### config.mk
export PLATFORM = sky130hd
export DESIGN_NAME = apu_tnd_sampler
export DESIGN_NICKNAME = d
export VERILOG_FILES = /design/src/rtl/apu_tnd_sampler_pkg.sv /design/src/rtl/apu_tnd_sampler_fifo.sv /design/src/rtl/apu_tnd_sampler.sv
export SDC_FILE = /design/constraint.sdc
export NUM_CORES = 1
export LEC_CHECK = 0
export BUFFER_PORTS_ARGS = -buffer_cell sky130_fd_sc_hd__clkbuf_2
export CORE_MARGIN = 1.5
export CORE_UTILIZATION = 60
export CTS_CLUSTER_SIZE = 28
export DETAILED_ROUTE_END_ITERATION = 10
export PLACE_DENSITY_LB_ADDON = 0.2
export SLEW_MARGIN = 10
export SYNTH_ARGS = -nofsm -noshare
export SYNTH_HDL_FRONTEND = slang
export SYNTH_SLANG_ARGS = --single-unit
### constraint.sdc
create_clock -name CLK -period 3.3 [get_ports CLK]
set_clock_uncertainty 0.15 [all_clocks]
set_input_delay 0.99 -clock CLK [delete_from_list [all_inputs] [get_ports CLK]]
set_output_delay 0.99 -clock CLK [all_outputs]
set_load 0.03 [all_outputs]
### src/rtl/apu_tnd_sampler_pkg.sv
// Shared constants and helpers for the triangle/noise/DMC sampler:
// mix weights, data widths and the DC-blocker saturation helper.
package apu_tnd_sampler_pkg;

   localparam int TRI_W    = 3;
   localparam int RND_W    = 2;
   localparam int DMC_W    = 1;
   localparam int MIX_W    = 8;
   localparam int SAMPLE_W = 16;
   localparam int DC_SHIFT = 8;

   // Linear mix; the weights keep the worst case (202) inside 8 bits.
   function automatic logic [MIX_W-1:0] mix_level(input logic [3:0] tri_l,
                                                  input logic [3:0] rnd_l,
                                                  input logic [6:0] dmc_l);
      return MIX_W'(tri_l) * MIX_W'(TRI_W) +
             MIX_W'(rnd_l) * MIX_W'(RND_W) +
             MIX_W'(dmc_l) * MIX_W'(DMC_W);
   endfunction

   function automatic logic signed [SAMPLE_W-1:0] sat16(input logic signed [18:0] v);
      if (v > 19'sd32767)       return 16'sh7fff;
      else if (v < -19'sd32768) return 16'sh8000;
      else                      return v[SAMPLE_W-1:0];
   endfunction

endpackage

### src/rtl/apu_tnd_sampler_fifo.sv
// First-word-fall-through sample FIFO; pointers carry one extra wrap bit
// so full/empty fall out of a plain compare.
module apu_sample_fifo
   import apu_tnd_sampler_pkg::*;
#(
   parameter int DEPTH = 4,
   parameter int W     = SAMPLE_W
) (
   input  logic                     CLK,
   input  logic                     n_RES,
   input  logic                     push,
   input  logic [W-1:0]             din,
   input  logic                     pop,
   output logic [W-1:0]             dout,
   output logic                     empty,
   output logic                     full,
   output logic [$clog2(DEPTH):0]   level
);
   localparam int AW = $clog2(DEPTH);

   logic [W-1:0]  mem_q [DEPTH];
   logic [AW:0]   wr_q, rd_q;
   logic [W-1:0]  hold_q;
   logic          pop_ok, push_ok;

   assign empty   = (wr_q == rd_q);
   assign full    = (wr_q[AW] != rd_q[AW]) && (wr_q[AW-1:0] == rd_q[AW-1:0]);
   assign level   = wr_q - rd_q;
   // Pop frees a slot before push looks at full.
   assign pop_ok  = pop & ~empty;
   assign push_ok = push & (~full | pop_ok);
   assign dout    = empty ? hold_q : mem_q[rd_q[AW-1:0]];

   always_ff @(posedge CLK or negedge n_RES) begin
      if (!n_RES) begin
         wr_q   <= '0;
         rd_q   <= '0;
         hold_q <= '0;
         for (int i = 0; i < DEPTH; i++) mem_q[i] <= '0;
      end else begin
         if (pop_ok) begin
            rd_q   <= rd_q + 1'b1;
            hold_q <= mem_q[rd_q[AW-1:0]];
         end
         if (push_ok) begin
            mem_q[wr_q[AW-1:0]] <= din;
            wr_q                <= wr_q + 1'b1;
         end
      end
   end

endmodule

### src/rtl/apu_tnd_sampler.sv
// Mixes TRI/RND/DMC levels, box-car decimates per ACLK strobe into 16-bit PCM
// and queues samples for a valid/ready sink. Optional APU_SAMPLER_DC_BLOCK_EN adds a DC blocker.
module apu_tnd_sampler
   import apu_tnd_sampler_pkg::*;
#(
   parameter int DECIM_LOG2 = 5,
   parameter int FIFO_DEPTH = 4
) (
   input  logic                           CLK,
   input  logic                           n_RES,
   input  logic                           ACLK_en,
   input  logic [3:0]                     TRI_Out,
   input  logic [3:0]                     RND_Out,
   input  logic [6:0]                     DMC_Out,
   input  logic                           MUTE,
   output logic [SAMPLE_W-1:0]            S_DATA,
   output logic                           S_VALID,
   input  logic                           S_READY,
   output logic                           OVF,
   input  logic                           OVF_CLR,
   output logic [$clog2(FIFO_DEPTH):0]    FIFO_LEVEL
);
   localparam int ACC_W = MIX_W + DECIM_LOG2;

   logic [MIX_W-1:0]      mix;
   logic [ACC_W-1:0]      acc_q, acc_d, sum;
   logic [DECIM_LOG2-1:0] cnt_q, cnt_d;
   logic                  win_push;
   logic [SAMPLE_W-1:0]   sample;
   logic                  fifo_push, fifo_empty, fifo_full;
   logic [SAMPLE_W-1:0]   fifo_din;
   logic                  ovf_q, ovf_d, drop;

   assign mix    = MUTE ? '0 : mix_level(TRI_Out, RND_Out, DMC_Out);
   assign sum    = acc_q + ACC_W'(mix);
   assign sample = SAMPLE_W'(sum) << (MIX_W - DECIM_LOG2);

   always_comb begin
      acc_d    = acc_q;
      cnt_d    = cnt_q;
      win_push = 1'b0;
      if (ACLK_en) begin
         if (cnt_q == '1) begin
            acc_d    = '0;
            cnt_d    = '0;
            win_push = 1'b1;
         end else begin
            acc_d = sum;
            cnt_d = cnt_q + 1'b1;
         end
      end
   end

   always_ff @(posedge CLK or negedge n_RES) begin
      if (!n_RES) begin
         acc_q <= '0;
         cnt_q <= '0;
      end else begin
         acc_q <= acc_d;
         cnt_q <= cnt_d;
      end
   end

`ifdef APU_SAMPLER_DC_BLOCK_EN
   // One-pole high-pass; its output is registered, costing one extra CLK.
   logic [SAMPLE_W-1:0]        x_prev_q, x_cur;
   logic signed [SAMPLE_W-1:0] y_prev_q, y_cur;
   logic signed [18:0]         xe, xpe, ype, ysum;
   logic                       fpush_q;
   logic [SAMPLE_W-1:0]        fdata_q;

   assign x_cur = {1'b0, sample[SAMPLE_W-1:1]};
   assign xe    = {3'b000, x_cur};
   assign xpe   = {3'b000, x_prev_q};
   assign ype   = {{3{y_prev_q[SAMPLE_W-1]}}, y_prev_q};
   assign ysum  = xe - xpe + ype - (ype >>> DC_SHIFT);
   assign y_cur = sat16(ysum);

   always_ff @(posedge CLK or negedge n_RES) begin
      if (!n_RES) begin
         x_prev_q <= '0;
         y_prev_q <= '0;
         fpush_q  <= 1'b0;
         fdata_q  <= '0;
      end else begin
         fpush_q <= win_push;
         if (win_push) begin
            x_prev_q <= x_cur;
            y_prev_q <= y_cur;
            fdata_q  <= y_cur;
         end
      end
   end

   assign fifo_push = fpush_q;
   assign fifo_din  = fdata_q;
`else
   assign fifo_push = win_push;
   assign fifo_din  = sample;
`endif

   apu_sample_fifo #(.DEPTH(FIFO_DEPTH), .W(SAMPLE_W)) u_fifo (
      .CLK   (CLK),
      .n_RES (n_RES),
      .push  (fifo_push),
      .din   (fifo_din),
      .pop   (S_READY),
      .dout  (S_DATA),
      .empty (fifo_empty),
      .full  (fifo_full),
      .level (FIFO_LEVEL)
   );

   // A simultaneous pop makes room, so only a pop-less push into full drops.
   assign drop  = fifo_push & fifo_full & ~(S_READY & ~fifo_empty);
   assign ovf_d = drop ? 1'b1 : (OVF_CLR ? 1'b0 : ovf_q);

   always_ff @(posedge CLK or negedge n_RES) begin
      if (!n_RES) ovf_q <= 1'b0;
      else        ovf_q <= ovf_d;
   end

   assign OVF     = ovf_q;
   assign S_VALID = ~fifo_empty;

endmodule
=== After elaboration in Yosys (flattened, before gate mapping) ===
Cells that the tools add are included.

* Add/sub/neg operators: 7
* Multiply operators: 1
* $lt $le $gt $ge: 3
* Eq/ne operators: 4
* Mux-type cells: 14
* Bitwise gates (word level): 10
* Reduce and logical (&&, ||, !) cells: 3

{| class="wikitable"
|+ Operator list
! kind !! count
|-
| 64-bit bitwise mux || 1
|-
| 16-bit two-way mux || 4
|-
| 16-bit binary-select mux with 2-bit select || 1
|-
| 16-bit demux with 2-bit select || 1
|-
| 13-bit by 8-bit adder with 13-bit output || 1
|-
| 13-bit two-way mux || 1
|-
| 7-bit by 7-bit adder with 8-bit output || 1
|-
| 8-bit two-way mux || 1
|-
| 6-bit by 5-bit adder with 7-bit output || 1
|-
| 3-bit by 1-bit adder with 3-bit output (second input constant) || 2
|-
| 3-bit greater-or-equal comparator (second input constant) || 2
|-
| 4-bit by 2-bit multiplier with 6-bit output (second input constant) || 1
|-
| 2-bit inverter with 3-bit output || 2
|-
| 5-bit by 1-bit adder with 5-bit output (second input constant) || 1
|-
| 5-bit == test (second input constant) || 1
|-
| 5-bit two-way mux || 1
|-
| 1-bit bitwise AND || 4
|-
| 1-bit two-way mux || 4
|-
| 3-bit == test || 1
|-
| 3-bit by 1-bit < comparator with 1-bit output (second input constant) || 1
|-
| 1-bit inverter || 3
|-
| 3-bit subtractor || 1
|-
| 2-bit == test || 1
|-
| 1-bit logical AND || 2
|-
| 3 further kinds || 3
|}

* Bits in registers: 105
* Input port bits: 21
* Output and inout port bits: 21
* Word-level logic and storage cells: 52

=== Logic depth before layout (Yosys ltp) ===
* Depth in word-level cells: 6
* Depth in mapped cells: 18
* Depth with buffers taken out: 17

=== Cells and area by module ===
A second synthesis with hierarchy kept.

* Cell total of the unflattened synthesis: 438
* Area, all modules: 5,828.1 um2

{| class="wikitable"
|+ Modules (own cells, without submodules)
! module !! times used !! cells each !! area each (um2) !! seq. area each (um2)
|-
| apu_sample_fifo || 1 || 242 || 4,035.1 || 2,152.1
|-
| apu_tnd_sampler || 1 || 196 || 1,793.0 || 475.5
|}

=== Least setup slack after synthesis ===
Ideal clock, no wire load.

* Path kind: input port to flip-flop
* Start point: in TRI_Out[1]
* End point: reg u_fifo.mem_q[46] (netlist bit)
* Library setup time: 0.136 ns
* Arrival: 4.394 ns
* Data required time: 3.014 ns
* Setup slack: -1.380 ns
* Stages: 18
* Buffers on the path: 1
* Path through: inv_1 fa_1 inv_1 fa_1 ha_1 fa_1 a21oi_1 nor2_1 nor2_1 xor2_1 nor2_1 ha_1 clkbuf_2 nand3_1 nor3_1 o21ai_1 xnor2_1 o21ai_0

* Longest elaborated chain between the ends: 6

{| class="wikitable"
|+ RTL lines
! what !! line !! RTL
|-
| start, declared || apu_tnd_sampler.sv:12 || <nowiki>input logic [3:0] TRI_Out,</nowiki>
|-
| 4-bit by 2-bit multiplier with 6-bit output || apu_tnd_sampler_pkg.sv:16 || <nowiki>return MIX_W'(tri_l) * MIX_W'(TRI_W) +</nowiki>
|-
| 6-bit by 5-bit adder with 7-bit output || apu_tnd_sampler_pkg.sv:16 ||
|-
| 7-bit by 7-bit adder with 8-bit output || apu_tnd_sampler_pkg.sv:17 || <nowiki>MIX_W'(rnd_l) * MIX_W'(RND_W) +</nowiki>
|-
| 8-bit two-way mux || apu_tnd_sampler.sv:34 || <nowiki>assign mix = MUTE ? '0 : mix_level(TRI_Out, RND_Out, DMC_Out);</nowiki>
|-
| 13-bit by 8-bit adder with 13-bit output || apu_tnd_sampler.sv:35 || <nowiki>assign sum = acc_q + ACC_W'(mix);</nowiki>
|-
| 64-bit bitwise mux || apu_tnd_sampler_fifo.sv:46 || <nowiki>mem_q[wr_q[AW-1:0]] <= din;</nowiki>
|-
| end signal, assigned by index || apu_tnd_sampler_fifo.sv:46 ||
|-
| end, declared || apu_tnd_sampler_fifo.sv:21 || <nowiki>logic [W-1:0] mem_q [DEPTH];</nowiki>
|}

No other way between the ends.
A chain may end at the register's enable or synchronous reset.

=== Final worst setup path ===
* Start point: in TRI_Out[1]
* End point: reg acc_q[12]

* Longest elaborated chain between the ends: 6

{| class="wikitable"
|+ RTL lines
! what !! line !! RTL
|-
| 4-bit by 2-bit multiplier with 6-bit output || apu_tnd_sampler_pkg.sv:16 ||
|-
| 6-bit by 5-bit adder with 7-bit output || apu_tnd_sampler_pkg.sv:16 ||
|-
| 7-bit by 7-bit adder with 8-bit output || apu_tnd_sampler_pkg.sv:17 ||
|-
| 8-bit two-way mux || apu_tnd_sampler.sv:34 ||
|-
| 13-bit by 8-bit adder with 13-bit output || apu_tnd_sampler.sv:35 ||
|-
| 13-bit two-way mux || apu_tnd_sampler.sv:43 || <nowiki>if (cnt_q == '1) begin</nowiki>
|-
| end signal, assigned || apu_tnd_sampler.sv:56 || <nowiki>acc_q <= '0;</nowiki>
|-
| end signal, assigned || apu_tnd_sampler.sv:59 || <nowiki>acc_q <= acc_d;</nowiki>
|-
| end, declared || apu_tnd_sampler.sv:26 || <nowiki>logic [ACC_W-1:0] acc_q, acc_d, sum;</nowiki>
|}

No other way between the ends.

==> reports/metrics.csv <==
metric,value,unit
status,"finished, violations left",
violations,negative setup slack,
dr.pass1.iters,4,
yosysUniqueCellTypes,46,
antenna_found_initial,0,
htreeDepth,3,
ys_seq_area_share,45.40,%
sequentialPowerShare,31.5,%
crit_path_max_incr_delay,0.54,ns
path_clk_slew,0.09,ns
routed_wl,10.26,mm
p_sw_share,40.80,%
worstPathRequired,3.43,ns
grt_max_degree,53,
combPwrFrac,52.4,%
instances_no_fill,606,
path_buf_inv,4,
yosys_warnings,0,
cts_root_buffer,clkbuf_8,
grt_pass1_vias,3498,
areaGrowthSynthToFinish,20.25,%
final.min_clock_period,4.447,ns
ir_drop,449.9,uV
grt_overflow,0,
synth_top_cell_area_share,45.40,%
syn_area,4961,um2
synth_edf_count,0,
worstMarginPinSlew,0.6875,ns
drive_gt1_share,40.87,%
crit_path_start_kind,input pin,
fin_tns_setup,-44.40,ns
drv_cap,0,
pwr-share-clk,16.1,%
rsz0062_at_grt,yes,
rows,32,
synth_area_leaders,"dfrtp_1, mux2_2, ha_1",
worst_skew_pair.late_latency,0.35,ns
die_x,93.93,um
routedWlPerCell,16.94,um
power_density,791.5,nW/um2
io_buffer_count,38,
fin_nets,555,
finalSetupViolCount,55,
final_common_cell,dfrtp_1,
avgSynthCellArea,11.54,um2
setup_slack,-1.147,ns
cpLargestDelayFamily,adder cells,
dieArea,8823,um2
dp.cells,584,
core,7848,um2
hold_viol_final,0,
viasPerCell,5.794,
finalCritPeriodShare,134.8,%
pin_count,42,
switchingPower,1.927,mW
cts_tree,built,
synth-main-ff-cell,dfrtp_1,
fmax,0.2249,GHz
async_flop_share,100.0,%
dpl_cell_area,5446,um2
initial_core_util,63.22,%
internal_power,2.795,mW
num_vias,3511,
worst_path_max_delay_cell,fa_1,
hp-class,reg -> reg,
final_core_util,76.02,%
most-common-layout-cells,"dfrtp_1, nand2_1, mux2_2, clkbuf_2, buf_4",
crit_type,in -> reg,
synth_seq_cells,90,
drt_iter0_drc,201,
gp_congestion,0.7510,
diodes,0,
antenna_left,0,
drc,0,
path_max_fanout,4,
leakage,2.895,nW
slew_viol_final,0,
grt_pass1_wl,16.48,mm
slew_headroom,54.17,%
clk_path_buf_depth,2,
dp_hpwl,6.993,mm
cts_sinks,90,
grt_usage,24.57,%
synth_top_area_cell,dfrtp_1,
netlist_instances,430,
crit_path_end_kind,register,
worstPathArrival,4.58,ns
die_h,93.93,um
path_cells,clkbuf_16 -> inv_8 -> fa_1 -> inv_2 -> fa_1 -> ha_2 -> fa_2 -> buf_4 -> xnor2_2 -> nor2_1 -> ha_1 -> o211ai_1 -> o211ai_1 -> nand4_1 -> or3_1 -> o21ai_2,
cts-buffers-inserted,9,
finalInstanceArea,5966,um2
-- cell families after synthesis --
kind of cell	share of synthesized area, %
flops	45.40
other cells	0.07559
compound gates	12.13
mux	14.50
xor+xnor	3.506
fa+ha+maj	10.34
buf+inv	5.700
simple gates	8.348
-- what timing repair did --
action                                  CTS  global route
endpoints found under the setup margin   68            55
hold buffers                              0             0
pin swaps                                32            20
gates resized for setup                  33            22
setup buffers                             3             5
-- worst reg2reg max path: stages (launching register included) --
cell and delay, ns:
dfrtp_1 0.42, ha_1 0.23, and3_1 0.19, ha_1 0.31, inv_1 0.26, nand2_1 0.39, or3_1 0.48, o211ai_1 0.09
-- stage by stage --
stage	hold WS (ns)	worst slack (ns)	total power, mW
after global routing	0.3676	-1.234	4.990
after floorplan	0.2905	-1.209	2.905
after CTS	0.3336	-1.014	4.521
after global placement	0.3084	-1.389	3.444
final	0.3341	-1.147	4.722
after detailed placement	0.3150	-1.463	3.551
-- final cells by class --
cell class | instances | area [um2]
clock buffer | 9 | 123.9
clock inverter | 7 | 76.32
fill | 503 | 1882
inverter | 31 | 123.9
multi-input combinational | 291 | 2733
sequential | 90 | 2252
tap | 102 | 127.6
timing repair buffer | 76 | 529.3
-- synthesized netlist by cell type, drive strengths merged, types with 4 or more instances --
master	count
dfrtp	90
o21ai	57
nand2	56
mux2	37
inv	30
ha	25
buf	16
xnor2	15
mux4	13
a21oi	10
fa	10
nor2	8
nand3	7
nor2b	5
o211ai	5
o2bb2ai	5
a21o	4
clkbuf	4
nor3	4
xor2	4
-- per-layer routing --
layer / up-vias / share of wire, % / GRT usage [%]
met5: - / 0 / 0
met4: 0 / 2.6 / 10.70
met3: 24 / 3.9 / 2.913
met2: 108 / 52 / 43.30
met1: 1735 / 42 / 30.44
li1: 1644 / - / -
-- sequential cells by signal (all words and copies together), names as in the netlist --
name	flops
OVF	1
acc_q	13
cnt_q	5
u_fifo.hold_q	13
u_fifo.mem_q	52
u_fifo.rd_q	3
u_fifo.wr_q	3
-- power by group through the flow --
stage | Clock (mW) | Sequential (mW) | Combinational, mW
4_1_cts | 0.770 | 1.48 | 2.27
3_5_place_dp | 0 | 1.49 | 2.06
5_1_grt | 0.814 | 1.51 | 2.66
3_3_place_gp | 0 | 1.48 | 1.97
2_1_floorplan | 0 | 1.45 | 1.45
6_report | 0.759 | 1.49 | 2.48
-- worst paths after layout --
check / start / end / slack, ns / cells past startpoint
worst min register to register: cnt_q[3] / cnt_q[3] / 0.33 / 1
worst max register to register: cnt_q[0] / acc_q[9] / 0.70 / 7
min in group asynchronous: n_RES / u_fifo.hold_q[3] / 0.51 / 1
worst min-delay path: cnt_q[3] / cnt_q[3] / 0.33 / 1
max in group asynchronous: n_RES / u_fifo.mem_q[26] / 1.84 / 2
worst max-delay path: TRI_Out[1] / acc_q[12] / -1.15 / 16
(Power assumes the default switching activity.)
